$ cat config.mk
export PLATFORM = sky130hd
export DESIGN_NAME = mem_arbiter
export DESIGN_NICKNAME = d
export VERILOG_FILES = /design/src/rtl/mem_arbiter.sv
export SDC_FILE = /design/constraint.sdc
export NUM_CORES = 1
export LEC_CHECK = 0
export CORE_AREA = 3 3 138 140
export CTS_CLUSTER_DIAMETER = 80
export DETAILED_ROUTE_END_ITERATION = 8
export DIE_AREA = 0 0 141 143
export PLACE_DENSITY = 0.65
export SYNTH_ARGS = -nofsm -noshare
export SYNTH_HDL_FRONTEND = slang
export SYNTH_SLANG_ARGS = --single-unit
$ cat constraint.sdc
create_clock -name clk -period 1.8 [get_ports clk]
set_input_delay 0.36 -clock clk [delete_from_list [all_inputs] [get_ports clk]]
set_output_delay 0.36 -clock clk [all_outputs]
set_load 0.02 [all_outputs]
$ cat src/rtl/mem_arbiter.sv
// mem_arbiter: gives one of NUM_CH requesters exclusive ownership of the
// single RAM port. Arbitration is fixed-priority or round-robin. A grant is
// held until the RAM signals mem_last, or until the burst watchdog fires.
//
// Handshake contract: a channel requests by holding ch_enable. It owns the
// port while its ch_grant bit is high. Ownership is released only by
// mem_last, by a watchdog abort (ch_timeout pulse) or by reset, so dropping
// ch_enable mid-burst has no effect. At least one IDLE cycle separates two
// grants.
module mem_arbiter #(
    parameter int NUM_CH     = 3,
    parameter int ADDR_WIDTH = 32,
    parameter int DATA_WIDTH = 32,
    parameter int RR_MODE    = 0,
    parameter int TIMEOUT    = 256
) (
    input  logic                         clk,
    input  logic                         rst_n,
    input  logic                         force_disable,
    input  logic [NUM_CH-1:0]            ch_enable,
    input  logic [NUM_CH-1:0]            ch_rw,
    input  logic [NUM_CH*ADDR_WIDTH-1:0] ch_addr,
    input  logic [NUM_CH*DATA_WIDTH-1:0] ch_write,
    input  logic [NUM_CH-1:0]            ch_op_size,
    input  logic [NUM_CH-1:0]            ch_finishes_op,
    output logic [NUM_CH-1:0]            ch_grant,
    output logic [DATA_WIDTH-1:0]        ch_read,
    output logic [NUM_CH-1:0]            ch_read_valid,
    output logic [NUM_CH-1:0]            ch_req_data,
    output logic [NUM_CH-1:0]            ch_last,
    output logic [NUM_CH-1:0]            ch_timeout,
    output logic [ADDR_WIDTH-1:0]        mem_addr,
    output logic                         mem_enable,
    output logic                         mem_rw,
    output logic [DATA_WIDTH-1:0]        mem_write,
    output logic                         mem_op_size,
    output logic                         mem_finishes_op,
    input  logic                         mem_write_req_input,
    input  logic [DATA_WIDTH-1:0]        mem_read,
    input  logic                         mem_read_valid,
    input  logic                         mem_last,
    output logic [0:0]                   o_dbg_state
);

    localparam int OW = (NUM_CH > 1) ? $clog2(NUM_CH) : 1;
    localparam int CW = (TIMEOUT > 1) ? $clog2(TIMEOUT) : 1;

    localparam logic [0:0] ST_IDLE = 1'b0;
    localparam logic [0:0] ST_BUSY = 1'b1;

    localparam logic MEM_READ  = 1'b0;
    localparam logic MEM_WRITE = 1'b1;

    logic [0:0]            r_state;
    logic [OW-1:0]         r_owner;
    logic [OW-1:0]         r_last_owner;
    logic [CW-1:0]         r_wd_cnt;
    logic [NUM_CH-1:0]     r_grant;
    logic [NUM_CH-1:0]     r_timeout;

    logic [NUM_CH-1:0]     w_eligible;
    logic                  w_found;
    logic [OW-1:0]         w_winner;
    logic [NUM_CH-1:0]     w_win_1h;
    logic [NUM_CH-1:0]     w_own_1h;
    logic [ADDR_WIDTH-1:0] w_own_addr;
    logic [DATA_WIDTH-1:0] w_own_write;
    logic                  w_own_rw;
    logic                  w_own_op_size;
    logic                  w_own_finishes;
    logic                  w_busy;
    logic                  w_wd_expire;

    assign w_busy = (r_state == ST_BUSY);

    // A channel may compete unless it wants to write while writes are gated.
    always_comb begin
        w_eligible = '0;
        for (int i = 0; i < NUM_CH; i++) begin
            w_eligible[i] = ch_enable[i] & ~(force_disable & (ch_rw[i] == MEM_WRITE));
        end
    end

    // Pick the winner: lowest index in fixed mode, or the first eligible
    // channel after the previous owner (wrapping) in round-robin mode.
    always_comb begin
        int v_idx;
        w_found  = 1'b0;
        w_winner = '0;
        v_idx    = 0;
        for (int k = 0; k < NUM_CH; k++) begin
            if (RR_MODE != 0) begin
                v_idx = (int'(r_last_owner) + 1 + k) % NUM_CH;
            end else begin
                v_idx = k;
            end
            for (int i = 0; i < NUM_CH; i++) begin
                if (!w_found && (i == v_idx) && w_eligible[i]) begin
                    w_found  = 1'b1;
                    w_winner = OW'(i);
                end
            end
        end
    end

    // Decode winner and current owner into one-hot vectors.
    always_comb begin
        w_win_1h = '0;
        w_own_1h = '0;
        for (int i = 0; i < NUM_CH; i++) begin
            w_win_1h[i] = (w_winner == OW'(i));
            w_own_1h[i] = (r_owner == OW'(i));
        end
    end

    // Select the owner's request slice.
    always_comb begin
        w_own_addr     = '0;
        w_own_write    = '0;
        w_own_rw       = MEM_READ;
        w_own_op_size  = 1'b0;
        w_own_finishes = 1'b0;
        for (int i = 0; i < NUM_CH; i++) begin
            if (r_owner == OW'(i)) begin
                w_own_addr     = ch_addr[i*ADDR_WIDTH +: ADDR_WIDTH];
                w_own_write    = ch_write[i*DATA_WIDTH +: DATA_WIDTH];
                w_own_rw       = ch_rw[i];
                w_own_op_size  = ch_op_size[i];
                w_own_finishes = ch_finishes_op[i];
            end
        end
    end

    // The watchdog fires on the TIMEOUT-th owned cycle; TIMEOUT=0 disables it.
    generate
        if (TIMEOUT > 0) begin : g_wd
            assign w_wd_expire = (r_wd_cnt == CW'(TIMEOUT - 1));
        end else begin : g_no_wd
            assign w_wd_expire = 1'b0;
        end
    endgenerate

    // Ownership FSM: grant from IDLE, release on mem_last or watchdog abort.
    always_ff @(posedge clk or negedge rst_n) begin
        if (!rst_n) begin
            r_state      <= ST_IDLE;
            r_owner      <= '0;
            r_last_owner <= OW'(NUM_CH - 1);
            r_wd_cnt     <= '0;
            r_grant      <= '0;
            r_timeout    <= '0;
        end else begin
            r_timeout <= '0;
            if (r_state == ST_IDLE) begin
                if (w_found) begin
                    r_state      <= ST_BUSY;
                    r_owner      <= w_winner;
                    r_last_owner <= w_winner;
                    r_grant      <= w_win_1h;
                    r_wd_cnt     <= '0;
                end
            end else begin
                if (mem_last) begin
                    // mem_last wins over a simultaneous watchdog expiry.
                    r_state <= ST_IDLE;
                    r_grant <= '0;
                end else if (w_wd_expire) begin
                    r_state   <= ST_IDLE;
                    r_grant   <= '0;
                    r_timeout <= w_own_1h;
                end else begin
                    r_wd_cnt <= r_wd_cnt + CW'(1);
                end
            end
        end
    end

    // Route the RAM port to and from the owner while BUSY; quiet when IDLE.
    always_comb begin
        mem_enable      = w_busy;
        mem_addr        = w_busy ? w_own_addr : '0;
        mem_rw          = w_busy ? w_own_rw : MEM_READ;
        mem_write       = w_busy ? w_own_write : '0;
        mem_op_size     = w_busy & w_own_op_size;
        mem_finishes_op = w_busy & w_own_finishes;
        ch_read_valid   = (w_busy && mem_read_valid) ? w_own_1h : '0;
        ch_req_data     = (w_busy && mem_write_req_input) ? w_own_1h : '0;
        ch_last         = (w_busy && mem_last) ? w_own_1h : '0;
    end

    assign ch_read     = mem_read;
    assign ch_grant    = r_grant;
    assign ch_timeout  = r_timeout;
    assign o_dbg_state = r_state;

endmodule

==> reports/results.ini <==
[finish]
nFillCells = 1898
syn_to_final_growth_pct = 118
layout.cells.most_common_list = clkdlybuf4s50_1, nand2_1, mux2i_1, and2_1, buf_6
multi_input_area_um2 = 2220
final_common_cell = clkdlybuf4s50_1
nNetsFinal = 964
drive_gt1_frac = 0.219
layout.area.seq_um2 = 432
diodes = 0
final_area_um2 = 6500

[place]
gp_congestion = 0.778
place.detailed.hpwl_mm = 11.5
io_buffer_count = 293
place_ws_ns = -0.494
dpl_cell_area_um2 = 6240

[setup_path]
arrival_ns = 1.74
path_delay_family = flip-flops
cp_common_cell = buf_4
crit_fanout = 12
endpoint_kind = output port
max_stage_delay_ns = 0.53
cp_cell_sequence = nor2b_4, buf_12, buf_4, buf_4, nand2_1, o21ai_0, and2_1, buf_6
crit_type = reg2out
start_kind = flip-flop
crit_buf_inv = 4
cp_slowest_cell = dfrtp_4
cp.required_ns = 1.44

[timing]
rsz0062_at_grt = yes
post-route-worst-setup-slack_ns = -0.298
finalCriticalPeriod_ns = 2.10
setup_viol = 72
final_hold_viol_count = 0
period_share = 1.17
setup-tns-final_ns = -14.47
skew_ns = 0.00387
worstMarginPinSlew_ns = 0.417
fmax_mhz = 477
drv_slew = 0
slew_headroom = 0.719

[clocking]
clock_sinks = 17
clkTransAtPathRegs_ns = 0.05
insertion_delay_ns = 0.25
htreeDepth = 1
root_buffer = clkbuf_16
cts_tree = done
cts_hold_buf = 0
clk_path_buf_depth = 2
cts_made_buffers = 3

[floorplan]
fp.dieW_um = 141
core_area_um2 = 18000
design.die.area_um2 = 20200
num_rows = 49
ios = 358
start_util = 0.166
die_y_um = 143

[route]
antenna_left = 0
first_pass_iters = 4
detail_route.wl_per_cell_um = 15.4
routed_wl_mm = 14.6
dr_total_vias = 4043
post_drt_via_cell_ratio = 4.26
drc = 0
drt_iter0_drc = 124

[global_route]
grt_pass1_wl_mm = 21.4
grt_max_degree = 38
antenna_found_initial = 0
grtUsageTotal = 0.130
overflow = 0
first_global_vias = 4011

[yosys]
netlist_area_um2 = 2980
synth_mux_area_frac = 0.225
synthXorXnorAreaFrac = 0.00294
synth_adder_area_share = 0.00420
synthDominantCellAreaShare = 0.225
synthTopCellsByArea = mux2i_1, dfrtp_1, and2_1, o21ai_0, nand2_1
syn_inst = 437
synth_top_family_by_area = simple AND/OR/NAND/NOR gates
ys_warn_count = 0
synth_cell_types = 37
ys_seq_area_frac = 0.143
yosys.area.top_type = mux2i_1
yosys.area_share.simple = 0.311
syn_area_per_cell_um2 = 6.82
synth-compound-area-share = 0.176
syn_nets = 680
ys_ff_latch = 17

[hold_path]
hold_path_class = in2async

[run_status]
status = finished with violations
violations = setup timing

[power_and_ir_drop]
leakagePower_uw = 0.00271
power.density_nw_per_um2 = 715
ir_drop_mv = 0.365

[job]
maxCapViolCount = 0

registers in the layout, indices dropped and copies added (netlist names):
signal / count
r_wd_cnt: 8
ch_timeout: 3
r_owner: 2
ch_grant: 3
mem_enable: 1
stage by stage:
step | cells | power (uW) | util | hold slack [ns]
after floorplan | 437 | 2250 | - | 0.0644
after global placement | 934 | 3920 | 0.347 | 0.497
after detailed placement | 934 | 3940 | 0.347 | 0.499
after CTS | 940 | 4430 | 0.352 | 0.448
after global routing | 949 | 4970 | 0.362 | 0.459
final | 949 | 4650 | 0.362 | 0.434
routing by layer:
metal,GRT usage,wire length [um],part of all wire,up-vias
met2,0.244,7370,0.50,197
met5,0,0,0,-
li1,-,-,-,2017
met1,0.153,5760,0.39,1803
met4,0.0270,245,0.017,0
met3,0.0291,1250,0.085,26
timing repair:
action | in CTS | in global routing
pin swaps | 0 | 3
setup buffers | 1 | 9
resized for setup | 378 | 110
cloned | 1 | 0
endpoints found under the setup margin | 78 | 76
worst paths after layout:
path | from | end | slack [ns] | cells past startpoint
worst max-delay path | r_owner[0]$_DFFE_PN0P_ | mem_addr[24] | -0.30 | 8
worst min-delay path | rst_n | r_wd_cnt[6]$_DFFE_PN0P_ | 0.43 | 2
worst max register to register | r_wd_cnt[0]$_DFFE_PN0P_ | r_wd_cnt[3]$_DFFE_PN0P_ | 0.16 | 5
worst min register to register | ch_grant[2]$_DFFE_PN0P_ | ch_grant[2]$_DFFE_PN0P_ | 0.51 | 2
max in group asynchronous | rst_n | r_owner[0]$_DFFE_PN0P_ | 1.15 | 2
min in group clk | ch_grant[2]$_DFFE_PN0P_ | ch_grant[2]$_DFFE_PN0P_ | 0.51 | 2
synthesized netlist by cell type, drive strengths merged:
library cell / n
nand2b: 3
inv: 4
a21o: 3
buf: 47
and2: 67
ha: 1
a211o: 1
and3: 1
and2b: 1
a21boi: 2
o21a: 1
o22a: 1
nand3: 7
nand4: 2
o211ai: 1
nor3: 6
o31ai: 1
xor2: 1
o21ai: 74
dfrtp: 17
a31oi: 2
a21oi: 4
or3: 2
or4: 1
o221a: 1
clkbuf: 18
mux2i: 67
nand2: 81
nor2: 16
nor2b: 1
a22o: 3
area by class of cell:
cell class | instances | area share
timing repair buffer | 344 | 0.534
multi-input combinational | 351 | 0.341
sequential | 17 | 0.0664
tap | 229 | 0.0441
clock buffer | 3 | 0.0115
inverter | 4 | 0.00231
clock inverter | 1 | 0.000770
report_power, final:
part	internal (uW)	switching (uW)	total, uW
sequential	435	72.9	508
clock	297	153	450
combinational	1990	1700	3690
total	2720	1920	4650
kinds of logic (layout without fill, tap and decap cells):
family          Yosys count  count (layout)
mux                      67              67
buf+inv                  69             352
simple gates            188             188
fa+ha+maj                 1               1
flops                    17              17
compound gates           94              94
xor+xnor                  1               1
Power figures use the tool's default switching activity.
